### src/rtl/phase_modulator.sv
// Phase-continuous MSK-style I/Q source: one direction bit -> SPS CORDIC samples (MOD_DIFF_ENC_EN: differential bit encoding).
// Latency: ITER+2 cycles from accept to first o_enable_out strobe, then one sample every ITER+2 cycles.
// Backpressure: o_ready only while waiting for a bit; i_enable_in while busy is dropped; output cannot stall.
module phase_modulator #(
    parameter int SPS        = 4,
    parameter int PHASE_STEP = 4096,
    parameter int ITER       = 8,
    parameter int W          = 12,
    parameter int AMP_INIT   = 1088
) (
    input  logic              clock,
    input  logic              reset,
    input  logic              i_enable_in,
    input  logic              i_dir,
    output logic              o_ready,
    output logic              o_enable_out,
    output logic signed [3:0] o_I,
    output logic signed [3:0] o_Q
);

    localparam int CW = (SPS > 1) ? $clog2(SPS) : 1;
    localparam logic [CW-1:0]        LAST_SAMPLE = CW'(SPS - 1);
    localparam logic [3:0]           LAST_ITER   = 4'(ITER - 1);
    localparam logic [15:0]          STEP        = 16'(PHASE_STEP);
    localparam logic signed [W-1:0]  AMP         = W'(AMP_INIT);
    localparam logic signed [W:0]    HALF        = (W+1)'(1 << (W - 5));
    localparam logic signed [W:0]    QMAX        = (W+1)'(7);

    typedef enum logic [2:0] {
        IDLE,
        WAIT_ENABLE_IN,
        LOAD,
        ITERATE,
        OUTPUT
    } state_t;

    state_t                state, state_nxt;
    logic [15:0]           phase;
    logic                  dir_q;
    logic                  eff_dir;
    logic [CW-1:0]         sample_cnt;
    logic [3:0]            iter_cnt;
    logic signed [W-1:0]   x, y;
    logic signed [16:0]    z;
    logic signed [W-1:0]   x_sh, y_sh, x_nxt, y_nxt;
    logic signed [16:0]    z_nxt;
    logic                  rot_ccw;

    function automatic logic signed [16:0] atan_lut(input logic [3:0] i);
        case (i)
            4'd0:    atan_lut = 17'sd8192;
            4'd1:    atan_lut = 17'sd4836;
            4'd2:    atan_lut = 17'sd2555;
            4'd3:    atan_lut = 17'sd1297;
            4'd4:    atan_lut = 17'sd651;
            4'd5:    atan_lut = 17'sd326;
            4'd6:    atan_lut = 17'sd163;
            4'd7:    atan_lut = 17'sd81;
            4'd8:    atan_lut = 17'sd41;
            4'd9:    atan_lut = 17'sd20;
            4'd10:   atan_lut = 17'sd10;
            4'd11:   atan_lut = 17'sd5;
            default: atan_lut = 17'sd0;
        endcase
    endfunction

    // Round half up to 4 bits, then clamp symmetrically so -8 is never emitted.
    function automatic logic signed [3:0] quant(input logic signed [W-1:0] v);
        logic signed [W:0] t;
        t = ($signed({v[W-1], v}) + HALF) >>> (W - 4);
        if (t > QMAX)
            quant = 4'sd7;
        else if (t < -QMAX)
            quant = -4'sd7;
        else
            quant = t[3:0];
    endfunction

    function automatic logic [15:0] step_phase(input logic [15:0] p, input logic d);
        step_phase = d ? (p + STEP) : (p - STEP);
    endfunction

`ifdef MOD_DIFF_ENC_EN
    logic prev_dir;

    assign eff_dir = i_dir ^ prev_dir;

    always_ff @(posedge clock) begin
        if (!reset)
            prev_dir <= 1'b0;
        else if (state == WAIT_ENABLE_IN && i_enable_in)
            prev_dir <= eff_dir;
    end
`else
    assign eff_dir = i_dir;
`endif

    assign rot_ccw = ~z[16];
    assign x_sh    = x >>> iter_cnt;
    assign y_sh    = y >>> iter_cnt;
    assign x_nxt   = rot_ccw ? (x - y_sh) : (x + y_sh);
    assign y_nxt   = rot_ccw ? (y + x_sh) : (y - x_sh);
    assign z_nxt   = rot_ccw ? (z - atan_lut(iter_cnt)) : (z + atan_lut(iter_cnt));

    always_ff @(posedge clock) begin
        if (!reset)
            state <= IDLE;
        else
            state <= state_nxt;
    end

    always_comb begin
        state_nxt    = state;
        o_ready      = 1'b0;
        o_enable_out = 1'b0;
        case (state)
            IDLE:           state_nxt = WAIT_ENABLE_IN;
            WAIT_ENABLE_IN: begin
                o_ready = 1'b1;
                if (i_enable_in)
                    state_nxt = LOAD;
            end
            LOAD:           state_nxt = ITERATE;
            ITERATE: begin
                if (iter_cnt == LAST_ITER)
                    state_nxt = OUTPUT;
            end
            OUTPUT: begin
                o_enable_out = 1'b1;
                state_nxt    = (sample_cnt == LAST_SAMPLE) ? WAIT_ENABLE_IN : LOAD;
            end
            default:        state_nxt = IDLE;
        endcase
    end

    always_ff @(posedge clock) begin
        if (!reset) begin
            phase      <= 16'd0;
            dir_q      <= 1'b0;
            sample_cnt <= '0;
            iter_cnt   <= 4'd0;
            x          <= '0;
            y          <= '0;
            z          <= '0;
            o_I        <= 4'sd0;
            o_Q        <= 4'sd0;
        end else begin
            case (state)
                WAIT_ENABLE_IN: begin
                    if (i_enable_in) begin
                        dir_q      <= eff_dir;
                        sample_cnt <= '0;
                        phase      <= step_phase(phase, eff_dir);
                    end
                end
                LOAD: begin
                    // Quadrant pre-rotation keeps the residual angle in [0, 90) deg.
                    case (phase[15:14])
                        2'd0: begin x <= AMP;  y <= '0;   end
                        2'd1: begin x <= '0;   y <= AMP;  end
                        2'd2: begin x <= -AMP; y <= '0;   end
                        default: begin x <= '0; y <= -AMP; end
                    endcase
                    z        <= {3'b000, phase[13:0]};
                    iter_cnt <= 4'd0;
                end
                ITERATE: begin
                    x        <= x_nxt;
                    y        <= y_nxt;
                    z        <= z_nxt;
                    iter_cnt <= iter_cnt + 4'd1;
                    if (iter_cnt == LAST_ITER) begin
                        o_I <= quant(x_nxt);
                        o_Q <= quant(y_nxt);
                    end
                end
                OUTPUT: begin
                    if (sample_cnt != LAST_SAMPLE) begin
                        sample_cnt <= sample_cnt + 1'b1;
                        phase      <= step_phase(phase, dir_q);
                    end
                end
                default: ;
            endcase
        end
    end

endmodule
### config.mk
export PLATFORM = sky130hd
export DESIGN_NAME = phase_modulator
export DESIGN_NICKNAME = d
export VERILOG_FILES = /design/src/rtl/phase_modulator.sv
export SDC_FILE = /design/constraint.sdc
export NUM_CORES = 1
export LEC_CHECK = 0
export ABC_AREA = 1
export BUFFER_PORTS_ARGS = -buffer_cell sky130_fd_sc_hd__buf_2
export CELL_PAD_IN_SITES_DETAIL_PLACEMENT = 1
export CELL_PAD_IN_SITES_GLOBAL_PLACEMENT = 2
export CORE_UTILIZATION = 39
export CTS_BUF_LIST = sky130_fd_sc_hd__clkbuf_8
export CTS_CLUSTER_DIAMETER = 150
export CTS_CLUSTER_SIZE = 10
export DETAILED_ROUTE_END_ITERATION = 12
export GPL_TIMING_DRIVEN = 0
export PLACE_DENSITY = 0.9
export SLEW_MARGIN = 20
export SYNTH_ARGS = -nofsm -noshare
export SYNTH_HDL_FRONTEND = slang
export SYNTH_SLANG_ARGS = --single-unit
### constraint.sdc
create_clock -name clock -period 5.5 [get_ports clock]
set_input_delay 0.55 -clock clock [delete_from_list [all_inputs] [get_ports clock]]
set_output_delay 0.55 -clock clock [all_outputs]
set_load 0.05 [all_outputs]
### Word level (Yosys, flattened, before mapping)

Memory sizes are Yosys's and may differ from the RTL's. A register that Yosys moved wholly into a read port is not among the register bits.
Index checks and enable logic that the tools add are counted.

| word-level totals | value |
|---|---|
| bits in registers | 75 |
| ROM bits | 448 |
| input bits | 4 |
| output and inout port bits | 10 |
| word-level logic and storage cells | 82 |
| memories kept | 2 |

| cells by class | value |
|---|---|
| add/sub/neg operators | 12 |
| $lt $le $gt $ge | 4 |
| equal/unequal tests | 12 |
| shifts and indexed selects | 2 |
| multiplexer cells | 31 |
| reductions and logical operators | 9 |

Memories:

| memory | depth | width | rd ports | clocked after Yosys merged registers in | wr ports | line | source |
|---|---|---|---|---|---|---|---|
| (name not given) | 16 | 14 | 1 | 1 | 0 | 50 | `case (i)` |
| (name not given) | 16 | 14 | 1 | 1 | 0 | 50 |  |

Operators with widths:

| cell | number |
|---|---|
| $pmux W12 S2 | 4 |
| $mux W16 | 4 |
| $pmux W17 S2 | 1 |
| $mux W4 | 8 |
| $pmux W16 S2 | 1 |
| $add A12 B9 Y13 const B | 2 |
| $add A12 B12 Y12 | 2 |
| $mux W12 | 2 |
| $sshr A12 B4 Y12 | 2 |
| $sub A12 B12 Y12 | 2 |
| $add A17 B17 Y17 | 1 |
| $mux W17 | 1 |
| $sub A17 B17 Y17 | 1 |
| $add A16 B13 Y16 const B | 1 |
| $sub A16 B13 Y16 const B | 1 |
| $pmux W3 S5 | 1 |
| $gt A5 B4 Y1 const B | 2 |
| $lt A5 B4 Y1 const B | 2 |
| $ne A2 B2 Y1 const B | 4 |
| $pmux W4 S2 | 1 |
| $eq A3 B2 Y1 const B | 2 |
| $mux W2 | 3 |
| $mux W3 | 2 |
| $reduce_and A2 Y1 | 3 |
| 14 further kinds | 17 |

### Logic depth before layout (Yosys ltp)

Gate-level depths: netlist of run 1.

| depth | value |
|---|---|
| depth after elaboration | 7 |
| depth in mapped cells | 34 |
| gate-level depth less buffers | 33 |

### Least setup slack after synthesis of run 1

No wires, ideal clock.

| timing | value |
|---|---|
| kind | reg-to-reg |
| from | reg iter_cnt[0] |
| to | reg o_Q[0] |
| arrival time | 3.517 ns |
| slack | 1.865 ns |
| cell stages (with the launch flop) | 32 |
| buffers on the path | 2 |
| period minus slack after synthesis | 3.635 ns |
| path through | dfxtp_1 > buf_6 > inv_4 > buf_6 > nand2_2 > nand3_1 > nand3_1 > nand2_1 > a21oi_2 > ha_1 > or2_2 > o21ai_0 > inv_1 > fa_1 > inv_1 > nand3_1 > nand2_1 > nand4_1 > nand2_1 > xor2_1 > inv_1 > ha_1 > inv_1 > nand2_1 > nand2_1 > nor2_1 > nand2_1 > nand2_1 > nand3_2 > nand2_1 > nor2_1 > nor2_1 |

| between the ends | value |
|---|---|
| longest elaborated chain between the ends | 7 |

Ends and longest elaborated chain:

| element | line | source |
|---|---|---|
| start, declared | 42 | `logic [3:0] iter_cnt;` |
| start signal, assigned | 171 | `iter_cnt <= iter_cnt + 4'd1;` |
| $sshr A12 B4 Y12 | 99 | `assign x_sh = x >>> iter_cnt;` |
| $add A12 B12 Y12 / $sub A12 B12 Y12 (equally long branches) | 102 | `assign y_nxt = rot_ccw ? (y + x_sh) : (y - x_sh);` |
| $mux W12 | 102 |  |
| $add A12 B9 Y13 | 70 | `t = ($signed({v[W-1], v}) + HALF) >>> (W - 4);` |
| $lt A5 B4 Y1 | 73 | `else if (t < -QMAX)` |
| $mux W4 | 73 |  |
| $mux W4 | 71 | `if (t > QMAX)` |
| end signal, assigned | 174 | `o_Q <= quant(y_nxt);` |
| end, declared | 18 | `output logic signed [3:0] o_Q` |

Several ways; a longest one is shown, not always the timed one.
A chain may end at the register's enable or synchronous reset.

### Worst setup path after layout of run 1

| timing | value |
|---|---|
| from | reg z[16] |
| to | reg o_I[2] |

| between the ends | value |
|---|---|
| longest elaborated chain between the ends | 5 |

Ends and longest elaborated chain:

| element | line | source |
|---|---|---|
| start, declared | 44 | `logic signed [16:0] z;` |
| start signal, assigned | 164 | `z <= {3'b000, phase[13:0]};` |
| start signal, assigned | 170 | `z <= z_nxt;` |
| $mux W12 (*) | 101 | `assign x_nxt = rot_ccw ? (x - y_sh) : (x + y_sh);` |
| $add A12 B9 Y13 (*) | 70 |  |
| $lt A5 B4 Y1 | 73 |  |
| $mux W4 | 73 |  |
| $mux W4 (*) | 71 |  |
| end signal, assigned | 173 | `o_I <= quant(x_nxt);` |
| end, declared | 17 | `output logic signed [3:0] o_I,` |

Mark *: on every way between the ends. The rest lies on a longest branch, timed or not.

==> results of run 1 <==
[Yosys cell counts, drive strengths merged, types with 2 or more instances]
cell type    n  area (um2)
a21o         7        52.6
a21oi       88         455
a31oi       18         113
buf         15         103
clkbuf      20        75.1
dfxtp       77        1540
fa           3        60.1
ha          55         688
inv        131         494
nand2      285        1100
nand3      132         706
nand3b       4        30.0
nand4       11        68.8
nor2        99         394
nor3        14        70.1
o21a         3        22.5
o21ai       59         295
o21bai       4        30.0
o221ai       2        17.5
o22ai        6        37.5
or2          8        50.1
xnor2        6        52.6
xor2        38         333
[worst paths after layout]
kind,from,end,slack (ps),cells after the start
max,z[16]$_SDFFE_PN0N_,o_I[2]$_SDFFE_PN0P_,800,21
min,i_enable_in,dir_q$_SDFFE_PN0P_,450,3
max reg2reg,z[16]$_SDFFE_PN0N_,o_I[2]$_SDFFE_PN0P_,800,21
min reg2reg,z[0]$_SDFFE_PN0N_,z[0]$_SDFFE_PN0N_,470,2
[metal layers]
layer  vias to the layer above  routed length [um]
met5                         -                   0
met1                      3341               10700
met2                       125               11100
met4                         0                 675
li1                       3651                   -
met3                        34                1040
[worst max-delay path, delay by kind of cell, from the launching register on]
| kind | cells | cell delay [ps] |
|---|---|---|
| fa+ha+maj | 2 | 740 |
| xor+xnor | 1 | 220 |
| simple gates | 11 | 940 |
| buf+inv | 5 | 1520 |
| flops | 1 | 460 |
| compound gates | 2 | 710 |
[kinds of logic after synthesis]
kind of cell    Yosys count  share of synthesized area (%)
simple gates            555                           35.5
fa+ha+maj                58                           10.9
compound gates          193                           15.7
flops                    77                           22.5
xor+xnor                 44                           5.62
buf+inv                 167                           9.85
[per-stage QoR]
| step | std cells | util, % | area (um2) | power, mW | setup slack, ps |
|---|---|---|---|---|---|
| floorplan | 1094 | - | 6860 | 1.46 | 1870 |
| global placement | 1332 | 41.8 | 7210 | 1.74 | 944 |
| detailed placement | 1332 | 41.8 | 7210 | 1.76 | 850 |
| CTS | 1348 | 43.0 | 7410 | 2.25 | 777 |
| global route | 1348 | 43.0 | 7410 | 2.42 | 466 |
| finish | 1348 | 43.0 | 7410 | 2.23 | 796 |
[power by group through the flow]
stage / Combinational (mW) / Clock, mW / Sequential (mW)
after floorplan: 0.852 / 0 / 0.613
after global placement: 1.11 / 0 / 0.626
after detailed placement: 1.13 / 0 / 0.626
after CTS: 1.15 / 0.492 / 0.614
after global routing: 1.29 / 0.510 / 0.617
final: 1.14 / 0.478 / 0.614
[layout make-up]
class | count | area [um2]
fill | 2392 | 9820
multi-input combinational | 850 | 4640
sequential | 77 | 1540
inverter | 132 | 498
tap | 225 | 282
buffer | 35 | 178
clock buffer | 10 | 138
clock inverter | 6 | 70.1
timing repair buffer | 13 | 65.1
==> metrics.md, run 1 <==
| Metric | Value |
|---|---|
| Netlist Area Pre-Place | 0.00686 mm2 |
| Max Clock Freq | 0.213 GHz |
| Post-synth EDFFs | 0 |
| First-pass GRT wire length | 37700 um |
| DR pass1 iterations | 5 |
| Internal power | 1.18 mW |
| Cell Pwr Density | 301 mW/mm2 |
| Seq pwr share | 27.5% |
| Clk sinks | 77 |
| Root Buffer Master | clkbuf_8 |
| CP Data Required Time | 5780 ps |
| IO Port Bufs | 13 |
| Via count | 7151 |
| Worst hold slack | 452 ps |
| Synth Warn # | 0 |
| Synth Register Bits | 77 |
| CP max stage cell | clkbuf_1 |
| # diodes | 0 |
| CTS buffer count | 9 |
| Full die area | 0.0181 mm2 |
| Max-slew violation count | 0 |
| Setup_tns | 0 ps |
| GR peak layer | met2 |
| Worst slew pin tran | 946 ps |
| Vias per inst | 5.30 |
| WL/cell | 17.5 um |
| Sw Share | 47.3% |
| Starting Density | 39.8% |
| Site Rows | 48 |
| Worst Skew | 12.6 ps |
| Max clock buf depth | 2 |
| IO Count | 14 |
| Most common cell after layout, fill and taps aside | nand2_1 |
| Peak supply drop | 0.000169 V |
| Drt drc | 0 |
| Register area share after synthesis | 22.5% |
| DRT antenna net count | 0 |
| Clock power share | 21.4% |
| Initial DRC Count | 411 |
| Die Y | 135 um |
| Max Cap Viol | 0 |
| Insertion delay to the later sink of the worst-skew pair | 390 ps |
| Status | completed |
| Synth cell types | 43 |
| Min-Delay Path Class | input port to register |
| Met3 usage | 4.99% |
| Max stage delay on crit path | 660 ps |
| RD Place Congestion | 0.884 |
| CTS tree | done |
| Crit end category | register |
| Area grow syn2layout | 8.08% |
| RSZ-0062 raised after global routing | false |
| Placed wire-length estimate | 18500 um |
| Met2 Usage GRT | 45.9% |
| GRT Overall Usage | 27.1% |
| Worst rel slew slack | 36.9% |
| Clock Pin Slew Worst Setup and Hold Paths | 100 ps |
| Net load switching power | 1.06 mW |
| Most used cell, CP | nand2_1 |
| Mean post-synth cell area | 6.27 um2 |
| Met1 usage | 34.5% |
| Total gr overflow | 0 |
| Most frequent cells in the layout | nand2_1 (273), inv_1 (126), nand3_1 (123) |
| Final setup vio count | 0 |
| Wirelength, routed | 23600 um |
| Nets@finish | 1180 |
| Cells after Synth | 1094 |
| Final worst path period need | 4700 ps |
| Htree depth | 3 |
| Critical-path cell list | inv_1, clkbuf_1, clkbuf_1, o21ai_0, fa_1, o21ai_0, nand2_1, nand2_1, xor2_1, inv_1, ha_1, nand3_1, nand2_1, nor2_1, nand2_1, nand2_1, nand3_2, nand2_1, clkinv_1, nor2_1, nor2_1 |
| Core area | 0.0172 mm2 |
| Final Hold Viols | 0 |
| Worst-path maximum fanout | 10 |
| Vias in the first global route | 7246 |
| Synth Flop Type | dfxtp_1 |
| Largest net degree at the start of global routing | 15 |
| Post-synth ARST share | 0% |
| Layout cells sized above 1 | 7.66% |
| LEAKAGE | 3.73 nW |
| Synth Net Count | 1156 |
| Critical Path AT | 4980 ps |
| Hold Buf Count CTS | 0 |
| Kind of critical path | register to register |
| Initial antenna violation count | 0 |
| Die width | 135 um |
| Crit path launch type | register |
| Setup bufs post-CTS | 0 |
| Resize count post-CTS | 0 |
| Period utilization | 85.5% |
| Combinational power share | 51.1% |
Power figures use the tool's default switching activity.
==> run 2: changes to the inputs <==
--- a/config.mk
+++ b/config.mk
@@ -9,6 +9,8 @@
 export BUFFER_PORTS_ARGS = -buffer_cell sky130_fd_sc_hd__buf_2
 export CELL_PAD_IN_SITES_DETAIL_PLACEMENT = 1
 export CELL_PAD_IN_SITES_GLOBAL_PLACEMENT = 2
+export CORE_ASPECT_RATIO = 0.8
+export CORE_MARGIN = 2
 export CORE_UTILIZATION = 39
 export CTS_BUF_LIST = sky130_fd_sc_hd__clkbuf_8
 export CTS_CLUSTER_DIAMETER = 150
==> run 2 against run 1 <==
Net effect:
- clock skew up 1.8 ps
- largest cell class unchanged
- sequential power about the same
- critical path depth up 8
- worst hold slack worse by 13 ps
- count of clock-buffer cells in the layout down 1
- critical endpoint is now o_Q[0]$_SDFFE_PN0P_
- cell count unchanged
- sequential share of layout area down 0.11 points
- largest power group unchanged
- core utilization up 0.14 points
- via count up 1.9%
- clock power up 16%
==> metrics.md, run 2 (synthesis gave the netlist of run 1 again) <==
| Metric | Value |
|---|---|
| Min-Delay Path Class | input port to register |
| Status | completed |
| Crit path launch type | register |
| Largest net degree at the start of global routing | 15 (unchanged) |
| RD Place Congestion | 0.876 (-0.89%) |
| Initial DRC Count | 546 (+33%) |
| WL/cell | 17.8 um (+1.8%) |
| Internal reg-to-reg setup slack | 680 ps (-110 ps) |
| Via count | 7284 (+1.9%) |
| DR pass1 iterations | 4 (-1) |
| Die width | 152 um (+13%) |
| Worst Skew | 14.4 ps (+1.75 ps) |
| Max Cap Viol | 0 (unchanged) |
| Clk sinks | 77 (unchanged) |
| Vias per inst | 5.40 (+1.9%) |
| Full die area | 0.0187 mm2 (+3.0%) |
| Worst-path maximum fanout | 10 (unchanged) |
| Crit end category | register |
| CTS tree | done |
| Nets@finish | 1180 (unchanged) |
| Layout cells sized above 1 | 7.57% (-0.089 points) |
| Cell Pwr Density | 314 mW/mm2 (+4.3%) |
| Resize count post-CTS | 0 (unchanged) |
| Setup bufs post-CTS | 0 (unchanged) |
| Critical path buffers and inverters | 6 (+1) |
| Final setup margin | 684 ps (-113 ps) |
| LEAKAGE | 3.75 nW (+0.71%) |
| Final worst path period need | 4820 ps (+113 ps) |
| Root Buffer Master | clkbuf_8 |
| Final Hold Viols | 0 (unchanged) |
| Wirelength, routed | 24000 um (+1.8%) |
| Most used cell, CP | nand2_1 |
| Max Clock Freq | 0.208 GHz (-2.3%) |
| Worst Hold End | dir_q$_SDFFE_PN0P_ |
| Initial antenna violation count | 0 (unchanged) |
| IO Port Bufs | 13 (unchanged) |
| GRT Overall Usage | 26.0% (-1.1 points) |
| RSZ-0062 raised after global routing | false |
| Period utilization | 87.6% (+2.0 points) |
| Most common cell after layout, fill and taps aside | nand2_1 |
| Vias in the first global route | 7200 (-0.63%) |
| Insertion delay to the later sink of the worst-skew pair | 380 ps (about the same) |
| Hold_sp | i_enable_in |
| Core area | 0.0173 mm2 (+0.20%) |
| Final setup vio count | 0 (unchanged) |
| Worst slew pin tran | 802 ps (-144 ps) |
| Delay-heaviest family, CP | simple AND/OR/NAND/NOR gates |
| Post-placement setup slack | 858 ps (+7.33 ps) |
| CTS buffer count | 9 (unchanged) |
| Drt drc | 0 (unchanged) |
| Placed Cells | 1332 (unchanged) |
| Htree depth | 3 (unchanged) |
| Most frequent cells in the layout | nand2_1 (273), inv_1 (127), nand3_1 (123) |
| # diodes | 0 (unchanged) |
| Peak supply drop | 0.000150 V (-11%) |
| Hold Buf Count CTS | 0 (unchanged) |
| Non-Filler Instances | 1348 (unchanged) |
| Max stage delay on crit path | 500 ps (-160 ps) |
| Max-slew violation count | 0 (unchanged) |
| RR Startpoint | iter_cnt[2]$_SDFFE_PN0N_ |
| CP Data Required Time | 5780 ps (about the same) |
| Worst rel slew slack | 46.5% (+9.6 points) |
| Starting Density | 39.7% (-0.078 points) |
| Hold path depth | 3 (unchanged) |
| Overall Power | 2.34 mW (+4.8%) |
| Placed wire-length estimate | 19400 um (+5.0%) |
| Area grow syn2layout | 8.65% |
| Total gr overflow | 0 (unchanged) |
| Die Y | 123 um (-8.9%) |
| IO Count | 14 (unchanged) |
| Max clock buf depth | 2 (unchanged) |
| Kind of critical path | register to register |
| Critical Path AT | 5090 ps (+110 ps) |
| Clock Pin Slew Worst Setup and Hold Paths | 90 ps (about the same) |
| CP max stage cell | dfxtp_1 |
| DRT antenna net count | 0 (unchanged) |
| Number of cells on the worst reg-to-reg path | 29 (+38%) |
| Setup_tns | 0 ps (unchanged) |
| First-pass GRT wire length | 38200 um (+1.2%) |
| RR Endpoint | o_Q[0]$_SDFFE_PN0P_ |
| Site Rows | 43 (-10%) |
-- run 2: worst max-delay path by stage --
stage,startpoint,to,slack (ps),cells after the start
finish,iter_cnt[2]$_SDFFE_PN0N_,o_Q[0]$_SDFFE_PN0P_,680,29
global route,iter_cnt[2]$_SDFFE_PN0N_,o_Q[0]$_SDFFE_PN0P_,450,29
CTS,iter_cnt[2]$_SDFFE_PN0N_,o_Q[0]$_SDFFE_PN0P_,770,29
detailed placement,iter_cnt[2]$_SDFFE_PN0N_,o_Q[0]$_SDFFE_PN0P_,860,29
global placement,iter_cnt[2]$_SDFFE_PN0N_,o_Q[0]$_SDFFE_PN0P_,940,29
floorplan,iter_cnt[0]$_SDFFE_PN0N_,o_Q[0]$_SDFFE_PN0P_,1870,31
-- run 2: layer usage --
layer / up-vias / GRT usage [%] / part of all wire (%)
met3: 22 / 4.77 / 4.8
met5: - / 0 / 0
li1: 3647 / - / -
met4: 0 / 4.85 / 1.4
met2: 129 / 39.6 / 41
met1: 3486 / 38.4 / 53
-- run 2: report_power, final --
group | internal, mW | switching [mW] | leakage (nW) | total [mW]
sequential | 0.583 | 0.0330 | 0.623 | 0.616
clock | 0.306 | 0.250 | 0.127 | 0.556
combinational | 0.368 | 0.802 | 3.00 | 1.17
-- run 2: area by class of cell --
cell class              instances  area (um2)
clock inverters                 7         123
inverters                     132         498
multi-input cells             850        4640
fillers                      2361        9820
plain buffers                  35         178
repair buffers                 13        65.1
well taps                     225         282
clock buffers                   9         124
flip-flops and latches         77        1540
-- run 2: worst min-delay path, stage by stage --
cell,delay (ps)
buf_2,100
nand3_1,70
a21oi_1,60
-- run 2: through the flow --
step | hold WS (ps) | instance area, um2 | util, %
2_1_floorplan | 445 | 6860 | -
3_3_place_gp | 457 | 7210 | 41.7
3_5_place_dp | 463 | 7210 | 41.7
4_1_cts | 428 | 7450 | 43.2
5_1_grt | 441 | 7450 | 43.2
6_report | 438 | 7450 | 43.2
==> run 3: changes to the inputs <==
--- a/config.mk
+++ b/config.mk
@@ -9,7 +9,7 @@
 export BUFFER_PORTS_ARGS = -buffer_cell sky130_fd_sc_hd__buf_2
 export CELL_PAD_IN_SITES_DETAIL_PLACEMENT = 1
 export CELL_PAD_IN_SITES_GLOBAL_PLACEMENT = 2
-export CORE_ASPECT_RATIO = 0.8
+export CORE_ASPECT_RATIO = 0.75
 export CORE_MARGIN = 2
 export CORE_UTILIZATION = 39
 export CTS_BUF_LIST = sky130_fd_sc_hd__clkbuf_8
==> run 3 against run 2 <==
Net effect:
- sequential share of layout area is essentially flat
- power decreased by 0.82%
- routed wire length grew 0.69%
==> metrics.md, run 3 (synthesis gave the netlist of run 1 again) <==
| Metric | Value |
|---|---|
| Status | completed |
| CP max stage cell | clkbuf_1 |
| Resize count post-CTS | 0 (unchanged) |
| Critical-path cell list | inv_1, clkbuf_1, clkbuf_1, nand2_1, xor2_1, ha_1, inv_1, o21ai_0, a21oi_1, o21ai_0, xor2_1, inv_1, ha_1, inv_1, nand2_1, nand2_1, nor2_1, nand2_1, nand2_1, nand3_2, nand2_1, nor2_1, nor2_1 |
| Area grow syn2layout | 8.72% (about the same) |
| Core area | 0.0170 mm2 (-1.4%) |
| Max clock buf depth | 2 (unchanged) |
| Setup bufs post-CTS | 0 (unchanged) |
| IO Port Bufs | 13 (unchanged) |
| Worst Skew | 7.61 ps (-6.77 ps) |
| Clk sinks | 77 (unchanged) |
| Worst slew pin tran | 1030 ps (+224 ps) |
| Cell Pwr Density | 311 mW/mm2 (-0.88%) |
| RSZ-0062 raised after global routing | false |
| Placed wire-length estimate | 19300 um (-0.89%) |
| Starting Density | 40.3% (+0.56 points) |
| Max stage delay on crit path | 590 ps (+90 ps) |
| Clock Pin Slew Worst Setup and Hold Paths | 100 ps (about the same) |
| Max-slew violation count | 0 (unchanged) |
| CP Data Required Time | 5790 ps (about the same) |
| Insertion delay to the later sink of the worst-skew pair | 380 ps (about the same) |
| Top sig layer | met4 |
| Full die area | 0.0187 mm2 (about the same) |
| Kind of critical path | register to register |
| Root Buffer Master | clkbuf_8 |
| Delay-heaviest family, CP | buffers and inverters |
| WL met2 | 9830 um (+0.44%) |
| DR pass1 iterations | 4 (unchanged) |
| Die width | 157 um (+3.2%) |
| Worst rel slew slack | 31.6% (-15 points) |
| Nets@finish | 1180 (unchanged) |
| Initial DRC Count | 431 (-21%) |
| Worst-path maximum fanout | 10 (unchanged) |
| Post-layout util | 43.8% (+0.63 points) |
| First-pass GRT wire length | 38700 um (+1.4%) |
| Min-Delay Path Class | input port to register |
| Max Cap Viol | 0 (unchanged) |
| Layout cells sized above 1 | 7.66% (+0.089 points) |
| Fill cells | 2356 (-0.21%) |
| Setup_tns | 0 ps (unchanged) |
| Final Hold Viols | 0 (unchanged) |
| RD Place Congestion | 0.925 (+5.6%) |
| Critical path buffers and inverters | 6 (unchanged) |
| Most common cell after layout, fill and taps aside | nand2_1 |
| Final worst path period need | 4650 ps (-169 ps) |
| Overall Power | 2.32 mW (-0.82%) |
| Max Clock Freq | 0.215 GHz (+3.6%) |
| Vias per inst | 5.37 (-0.61%) |
| Crit end category | register |
| # diodes | 0 (unchanged) |
| CTS buffer count | 9 (unchanged) |
| Vias in the first global route | 7162 (-0.53%) |
| Initial antenna violation count | 0 (unchanged) |
| Wl on met1 | 12900 um (+1.2%) |
| Peak supply drop | 0.000176 V (+17%) |
| Site Rows | 41 (-4.7%) |
| Most frequent cells in the layout | nand2_1 (273), inv_1 (126), nand3_1 (123) |
| IO Count | 14 (unchanged) |
| LEAKAGE | 3.75 nW (-0.16%) |
| Worst hold slack | 432 ps (-6.51 ps) |
| Htree depth | 3 (unchanged) |
| WL/cell | 17.8 um (-0.13%) |
| Final setup vio count | 0 (unchanged) |
| Drt drc | 0 (unchanged) |
| Largest net degree at the start of global routing | 17 (+2) |
| Met3 Routed Length | 1130 um (-2.0%) |
| Period utilization | 84.5% (-3.1 points) |
| Die Y | 119 um (-3.1%) |
| DRT antenna net count | 0 (unchanged) |
| Via count | 7299 (+0.21%) |
| CTS tree | done |
| Total gr overflow | 0 (unchanged) |
| Crit path launch type | register |
| Critical Path AT | 4940 ps (-150 ps) |
| Post-Place Cell Area | 0.00722 mm2 (+0.19%) |
| Hold Buf Count CTS | 0 (unchanged) |
| Finished Cell Area | 0.00746 mm2 (about the same) |
| Most used cell, CP | nand2_1 |
| Wirelength, routed | 24200 um (+0.69%) |
| GRT Overall Usage | 26.7% (+0.68 points) |
[run 3: metrics by stage]
stage	cells	setup WS, ps
6_report	1359	853
5_1_grt	1359	453
4_1_cts	1359	860
3_5_place_dp	1343	886
3_3_place_gp	1343	887
2_1_floorplan	1094	1870
[run 3: metal layers]
layer | track usage (%) | vias up
met3 | 5.13 | 24
li1 | - | 3654
met5 | 0 | -
met1 | 40.7 | 3497
met2 | 38.7 | 124
met4 | 5.40 | 0
[run 3: where the power goes]
| group | total (mW) | switching (mW) | internal [mW] | leakage [nW] |
|---|---|---|---|---|
| clock network | 0.539 | 0.269 | 0.269 | 0.121 |
| logic | 1.17 | 0.801 | 0.370 | 3.00 |
| registers | 0.613 | 0.0291 | 0.583 | 0.623 |
| total | 2.32 | 1.10 | 1.22 | 3.75 |
[run 3: worst paths after layout]
| path | end | start | slack, ps | depth (start not counted) |
|---|---|---|---|---|
| max | o_Q[0]$_SDFFE_PN0P_ | z[16]$_SDFFE_PN0N_ | 850 | 23 |
| min | dir_q$_SDFFE_PN0P_ | i_enable_in | 430 | 3 |
| max reg2reg | o_Q[0]$_SDFFE_PN0P_ | z[16]$_SDFFE_PN0N_ | 850 | 23 |
| min reg2reg | z[15]$_SDFFE_PN0N_ | z[15]$_SDFFE_PN0N_ | 480 | 2 |
[run 3: worst register-to-register path, stage by stage, from the launching register on]
cell and delay (ps):
dfxtp_1 470, inv_1 180, clkbuf_1 580, clkbuf_1 590, nand2_1 140, xor2_1 170
ha_1 340, inv_1 80, o21ai_0 360, a21oi_1 90, o21ai_0 130, xor2_1 340
inv_1 110, ha_1 250, inv_1 90, nand2_1 50, nand2_1 130, nor2_1 50
nand2_1 50, nand2_1 50, nand3_2 80, nand2_1 60, nor2_1 130, nor2_1 50
[run 3: cell type report]
cell class              count  area, um2  area share (%)
multi-input cells         850       4640            62.2
flip-flops and latches     77       1540            20.7
inverters                 132        498            6.68
well taps                 236        295            3.96
plain buffers              35        178            2.38
clock buffers               9        124            1.66
clock inverters             7        114            1.53
repair buffers             13       65.1           0.872
